<file path="src/rtl/data_sram_bridge_pkg.sv">
// Shared FSM state, bus size encodings and write-strobe decode for data_sram_bridge.
package data_sram_bridge_pkg;

  typedef enum logic [1:0] {
    IDLE,
    ADDR,
    DATA,
    DONE
  } state_t;

  localparam logic [1:0] SIZE_BYTE = 2'd0;
  localparam logic [1:0] SIZE_HALF = 2'd1;
  localparam logic [1:0] SIZE_WORD = 2'd2;

  // Returns {size, byte offset}; unsupported strobe patterns go out as a full word.
  function automatic logic [3:0] strb2size(input logic [3:0] strb);
    logic [3:0] w_res;
    w_res = {SIZE_WORD, 2'b00};
    case (strb)
      4'b1111: w_res = {SIZE_WORD, 2'b00};
      4'b0011: w_res = {SIZE_HALF, 2'b00};
      4'b1100: w_res = {SIZE_HALF, 2'b10};
      4'b0001: w_res = {SIZE_BYTE, 2'b00};
      4'b0010: w_res = {SIZE_BYTE, 2'b01};
      4'b0100: w_res = {SIZE_BYTE, 2'b10};
      4'b1000: w_res = {SIZE_BYTE, 2'b11};
      default: w_res = {SIZE_WORD, 2'b00};
    endcase
    return w_res;
  endfunction

endpackage

</file>
<file path="src/rtl/data_sram_bridge.sv">
// Bridges the M-stage data access onto an sram-like bus and stalls the datapath until done.
// Optional macro DATA_SRAM_BRIDGE_WBUF_EN: posted writes, completing on addr_ok, one outstanding.
module data_sram_bridge
  import data_sram_bridge_pkg::*;
(
  input  logic        clk,
  input  logic        rst,
  input  logic        mem_enM,
  input  logic [31:0] mem_addrM,
  input  logic [3:0]  mem_wenM,
  input  logic [31:0] writedataM,
  input  logic        pipe_stall,
  output logic [31:0] mem_rdataM,
  output logic        d_stall,
  output logic        data_req,
  output logic        data_wr,
  output logic [1:0]  data_size,
  output logic [31:0] data_addr,
  output logic [31:0] data_wdata,
  input  logic        data_addr_ok,
  input  logic        data_data_ok,
  input  logic [31:0] data_rdata
);

  state_t      r_state;
  state_t      w_next;
  logic        r_wr;
  logic [1:0]  r_size;
  logic [31:0] r_addr;
  logic [31:0] r_wdata;
  logic [31:0] r_rdata;
  logic [3:0]  w_sz_off;
  logic        w_is_wr;
  logic        w_launch;
  logic        w_post;
  logic        w_rd_done;
  logic        w_unused_addr;

  assign w_sz_off      = strb2size(mem_wenM);
  assign w_is_wr       = |mem_wenM;
  assign w_unused_addr = ^mem_addrM[1:0];
  assign w_rd_done     = ~r_wr & data_data_ok &
                         (((r_state == ADDR) & data_addr_ok) | (r_state == DATA));

`ifdef DATA_SRAM_BRIDGE_WBUF_EN
  logic r_wpend;

  // A posted write holds new requests in IDLE until its data_ok returns.
  assign w_launch = mem_enM & ~r_wpend;
  assign w_post   = r_wr & data_addr_ok;

  always_ff @(posedge clk or negedge rst) begin
    if (!rst) begin
      r_wpend <= 1'b0;
    end else if ((r_state == ADDR) && data_addr_ok && r_wr && !data_data_ok) begin
      r_wpend <= 1'b1;
    end else if (data_data_ok) begin
      r_wpend <= 1'b0;
    end
  end
`else
  assign w_launch = mem_enM;
  assign w_post   = 1'b0;
`endif

  always_ff @(posedge clk or negedge rst) begin
    if (!rst) begin
      r_state <= IDLE;
    end else begin
      r_state <= w_next;
    end
  end

  always_comb begin
    w_next = r_state;
    case (r_state)
      IDLE: if (w_launch) w_next = ADDR;
      ADDR: begin
        if (data_addr_ok) begin
          w_next = (data_data_ok || w_post) ? DONE : DATA;
        end
      end
      DATA: if (data_data_ok) w_next = DONE;
      DONE: if (!pipe_stall) w_next = IDLE;
      default: w_next = IDLE;
    endcase
  end

  always_ff @(posedge clk or negedge rst) begin
    if (!rst) begin
      r_wr    <= 1'b0;
      r_size  <= '0;
      r_addr  <= '0;
      r_wdata <= '0;
      r_rdata <= '0;
    end else begin
      if ((r_state == IDLE) && w_launch) begin
        r_wr    <= w_is_wr;
        r_size  <= w_is_wr ? w_sz_off[3:2] : SIZE_WORD;
        r_addr  <= {mem_addrM[31:2], (w_is_wr ? w_sz_off[1:0] : 2'b00)};
        r_wdata <= writedataM;
      end
      if (w_rd_done) begin
        r_rdata <= data_rdata;
      end
    end
  end

  assign data_req   = (r_state == ADDR);
  assign data_wr    = r_wr;
  assign data_size  = r_size;
  assign data_addr  = r_addr;
  assign data_wdata = r_wdata;
  assign mem_rdataM = r_rdata;
  assign d_stall    = mem_enM & (r_state != DONE);

endmodule

</file>
<file path="config.mk">
export PLATFORM = sky130hd
export DESIGN_NAME = data_sram_bridge
export DESIGN_NICKNAME = d
export VERILOG_FILES = /design/src/rtl/data_sram_bridge_pkg.sv /design/src/rtl/data_sram_bridge.sv
export SDC_FILE = /design/constraint.sdc
export NUM_CORES = 1
export LEC_CHECK = 0
export BUFFER_PORTS_ARGS = -buffer_cell sky130_fd_sc_hd__buf_4
export CORE_MARGIN = 4
export CORE_UTILIZATION = 43
export CTS_BUF_LIST = sky130_fd_sc_hd__clkbuf_4
export DETAILED_ROUTE_END_ITERATION = 8
export PLACE_DENSITY = 0.83
export SYNTH_ARGS = -nofsm -noshare
export SYNTH_HDL_FRONTEND = slang
export SYNTH_SLANG_ARGS = --single-unit
</file>
<file path="constraint.sdc">
create_clock -name clk -period 3.75 [get_ports clk]
set_input_delay 0.375 -clock clk [delete_from_list [all_inputs] [get_ports clk]]
set_output_delay 0.375 -clock clk [all_outputs]
set_load 0.01 [all_outputs]
</file>
==> metrics.csv <==
stage,metric,value,unit
timing,tightest_slew,0.932,ns
timing,skew,0.0230,ns
global_route,antenna_found_initial,0,
timing,hold_viol,0,
clock_tree,cts_setup_buffers,0,
clock_tree,hold_buffers,0,
die,ios,207,
setup_path,worstSetupEndpointType,flop,
setup_path,cpPeakStageDelay,0.67,ns
clock_tree,insertion_delay,0.44,ns
clock_tree,h-tree-depth,3,
final_layout,syn_to_final_growth,44.2,%
routing,route.detailed.drc,0,
pwr,max-vdd-ir-drop,366,uV
final_layout,fill_cells,730,
die,die_w,105,um
die,die_y,105,um
die,core,9200,um^2
timing,fin_setup_tns,0,ns
setup_path,arrival,2.59,ns
routing,drtPass1Iterations,4,
clock_tree,root_buffer,clkbuf_4,
global_route,grt_max_degree,76,
die,die_area,11000,um^2
final_layout,nets,564,
place,place_ws,1.48,ns
hold_path,hp-class,in -> async,
place,place_area,5670,um^2
die,row_count,35,
pwr,power.density,827,nW/um^2
die,initial_utilization,0.438,
synth,yosysWarningCount,0,
clock_tree,clk_pin_slew_worst_paths,0.16,ns
timing,worst_slack,1.48,ns
timing,slew_viol_final,0,
pwr,p_leak,2.89,nW
synth,synth_cells,243,
synth,yosysMostFrequentCell,dfrtp_1,
setup_path,critPathRequiredTime,4.07,ns
setup_path,path_buf_inv,2,
synth,synth_top_area_cell,dfrtp_1,
synth,synth_commonest_cells,"dfrtp_1 (101), mux2_2 (65), mux2_4 (30)",
timing,rsz0062_at_grt,false,
synth,synthDistinctLibCells,24,
synth,async_flop_share,1.00,
routing,first_iter_violations,56,
setup_path,start_kind,flop,
synth,synth_seq_area_share,0.627,
flow_run,cap_violations,0,
place,post-dp-hpwl,7.21,mm
global_route,overflow,0,
routing,vias,2763,
final_layout,drive_gt1_frac,0.701,
timing,period_needed,2.27,ns
routing,wire_per_inst,16.6,um
routing,wirelength,9.44,mm
global_route,grt_pass1_wl,14.9,mm
setup_path,critPathSlowestCell,nand2_2,
synth,synth_edf_count,0,
routing,viasPerCell,4.86,
clock_tree,cts_resized,0,
clock_tree,cts.sinks,101,
clock_tree,cts_buffers,9,
synth,ys_top_cells_by_area,"dfrtp_1 (63%), mux2_2 (18%), mux2_4 (11%)",
final_layout,diodes,0,
timing,finalCritPeriodShare,0.605,
place,io_buffer_count,204,
synth,synth-main-ff-cell,dfrtp_1,
synth,synth_nets,354,
final_layout,design_area,5810,um^2
synth,yosysTopAreaCellShare,0.627,
setup_path,critPathKind,reg -> reg,
clock_tree,clockBufferDepth,2,
clock_tree,tritoncts,yes,
setup_path,path_cells,inv_1 -> ha_1 -> nand2_2 -> buf_4 -> mux2_2,
global_route,globalRouteTotalUtil,0.170,
global_route,grt_pass1_vias,3015,
timing,timing.fmax,0.441,GHz
synth,syn_area_per_cell,16.6,um^2
routing,ant_nets,0,
setup_path,cp_top_family,simple AND/OR/NAND/NOR gates,
place,gp_congestion,0.719,
timing,setup_violations,0,
timing,maxSlewHeadroom,0.379,
synth,netlist_area,4030,um^2
run_status,status,"finished, final reports clean",
setup_path,path_max_fanout,38,
synth,ys_ff_latch,101,
[cells by family after synthesis]
group / Yosys count / share of synthesized area
adder cells (fa/ha/maj): 5 / 0.0155
buffers and inverters: 13 / 0.0196
XOR/XNOR: 1 / 0.00217
multiplexers: 95 / 0.293
AO/OA/AOI/OAI: 11 / 0.0193
AND/OR/NAND/NOR: 17 / 0.0227
flip-flops: 101 / 0.627
[area by class of cell]
cell class	count	area [um^2]	share of cell area
Tap cell	111	139	0.0239
Timing Repair Buffer	209	1570	0.270
Clock buffer	10	75.1	0.0129
Inverter	3	11.3	0.00194
Multi-Input combinational cell	129	1430	0.245
Sequential cell	101	2530	0.435
Clock inverter	6	63.8	0.0110
[routing by layer]
layer / share of wire / wire [um] / vias to the layer above / GRT usage
met5: 0 / 0 / - / 0
met4: 0.018 / 173 / 0 / 0.0609
met3: 0.078 / 741 / 15 / 0.0581
met2: 0.52 / 4880 / 120 / 0.293
met1: 0.39 / 3640 / 1358 / 0.196
li1: - / - / 1270 / -
[worst register-to-register path, cell delays in order (launching register included)]
cell	delay (ns)
dfrtp_1	0.44
inv_1	0.10
ha_1	0.21
nand2_2	0.67
buf_4	0.40
mux2_2	0.36
[sequential cells by signal, summed over array words and instances, names as in the netlist]
register    cells
data_wdata     32
data_addr      32
r_state         2
data_wr         1
data_size       2
mem_rdataM     32
[path summary, 6_finish.rpt]
check | from | endpoint | slack [ns] | cells after the start
worst min register to register | data_addr[0]$_DFFE_PN0P_ | data_addr[0]$_DFFE_PN0P_ | 0.51 | 2
min in group clk | mem_wenM[2] | data_addr[0]$_DFFE_PN0P_ | 0.13 | 2
max in group asynchronous | rst | mem_rdataM[18]$_DFFE_PN0P_ | 2.76 | 2
worst min-delay path | rst | data_addr[2]$_DFFE_PN0P_ | 0.06 | 1
worst max-delay path | r_state[1]$_DFFE_PN0P_ | data_addr[23]$_DFFE_PN0P_ | 1.48 | 5
worst max register to register | r_state[1]$_DFFE_PN0P_ | data_addr[23]$_DFFE_PN0P_ | 1.48 | 5
[cells in the final DEF (no fill, tap or decap), types with 2 or more instances in the layout]
| cell | n |
|---|---|
| buf_4 | 209 |
| clkbuf_4 | 10 |
| clkinv_1 | 2 |
| clkinv_4 | 3 |
| dfrtp_1 | 101 |
| ha_1 | 5 |
| inv_1 | 3 |
| mux2_2 | 65 |
| mux2_4 | 30 |
| nand2_1 | 6 |
| nand2b_1 | 2 |
| nor2_1 | 4 |
| o21ai_0 | 3 |
| o41ai_1 | 2 |
[stage by stage]
stage          cells  hold WS, ns  power (mW)   util
4_1_cts          569       0.0796        4.88  0.632
3_3_place_gp     553        0.463        4.21  0.617
3_5_place_dp     553        0.467        4.31  0.617
6_report         569       0.0592        4.81  0.632
5_1_grt          569       0.0994        5.12  0.632
2_1_floorplan    243       0.0794        3.13      -
[where the power goes]
part | internal (mW) | switching (mW)
Clock | 0.211 | 0.350
Combinational | 1.40 | 0.895
Sequential | 1.64 | 0.308
Total | 3.26 | 1.55
No activity file was read; power rests on OpenSTA's default activity.
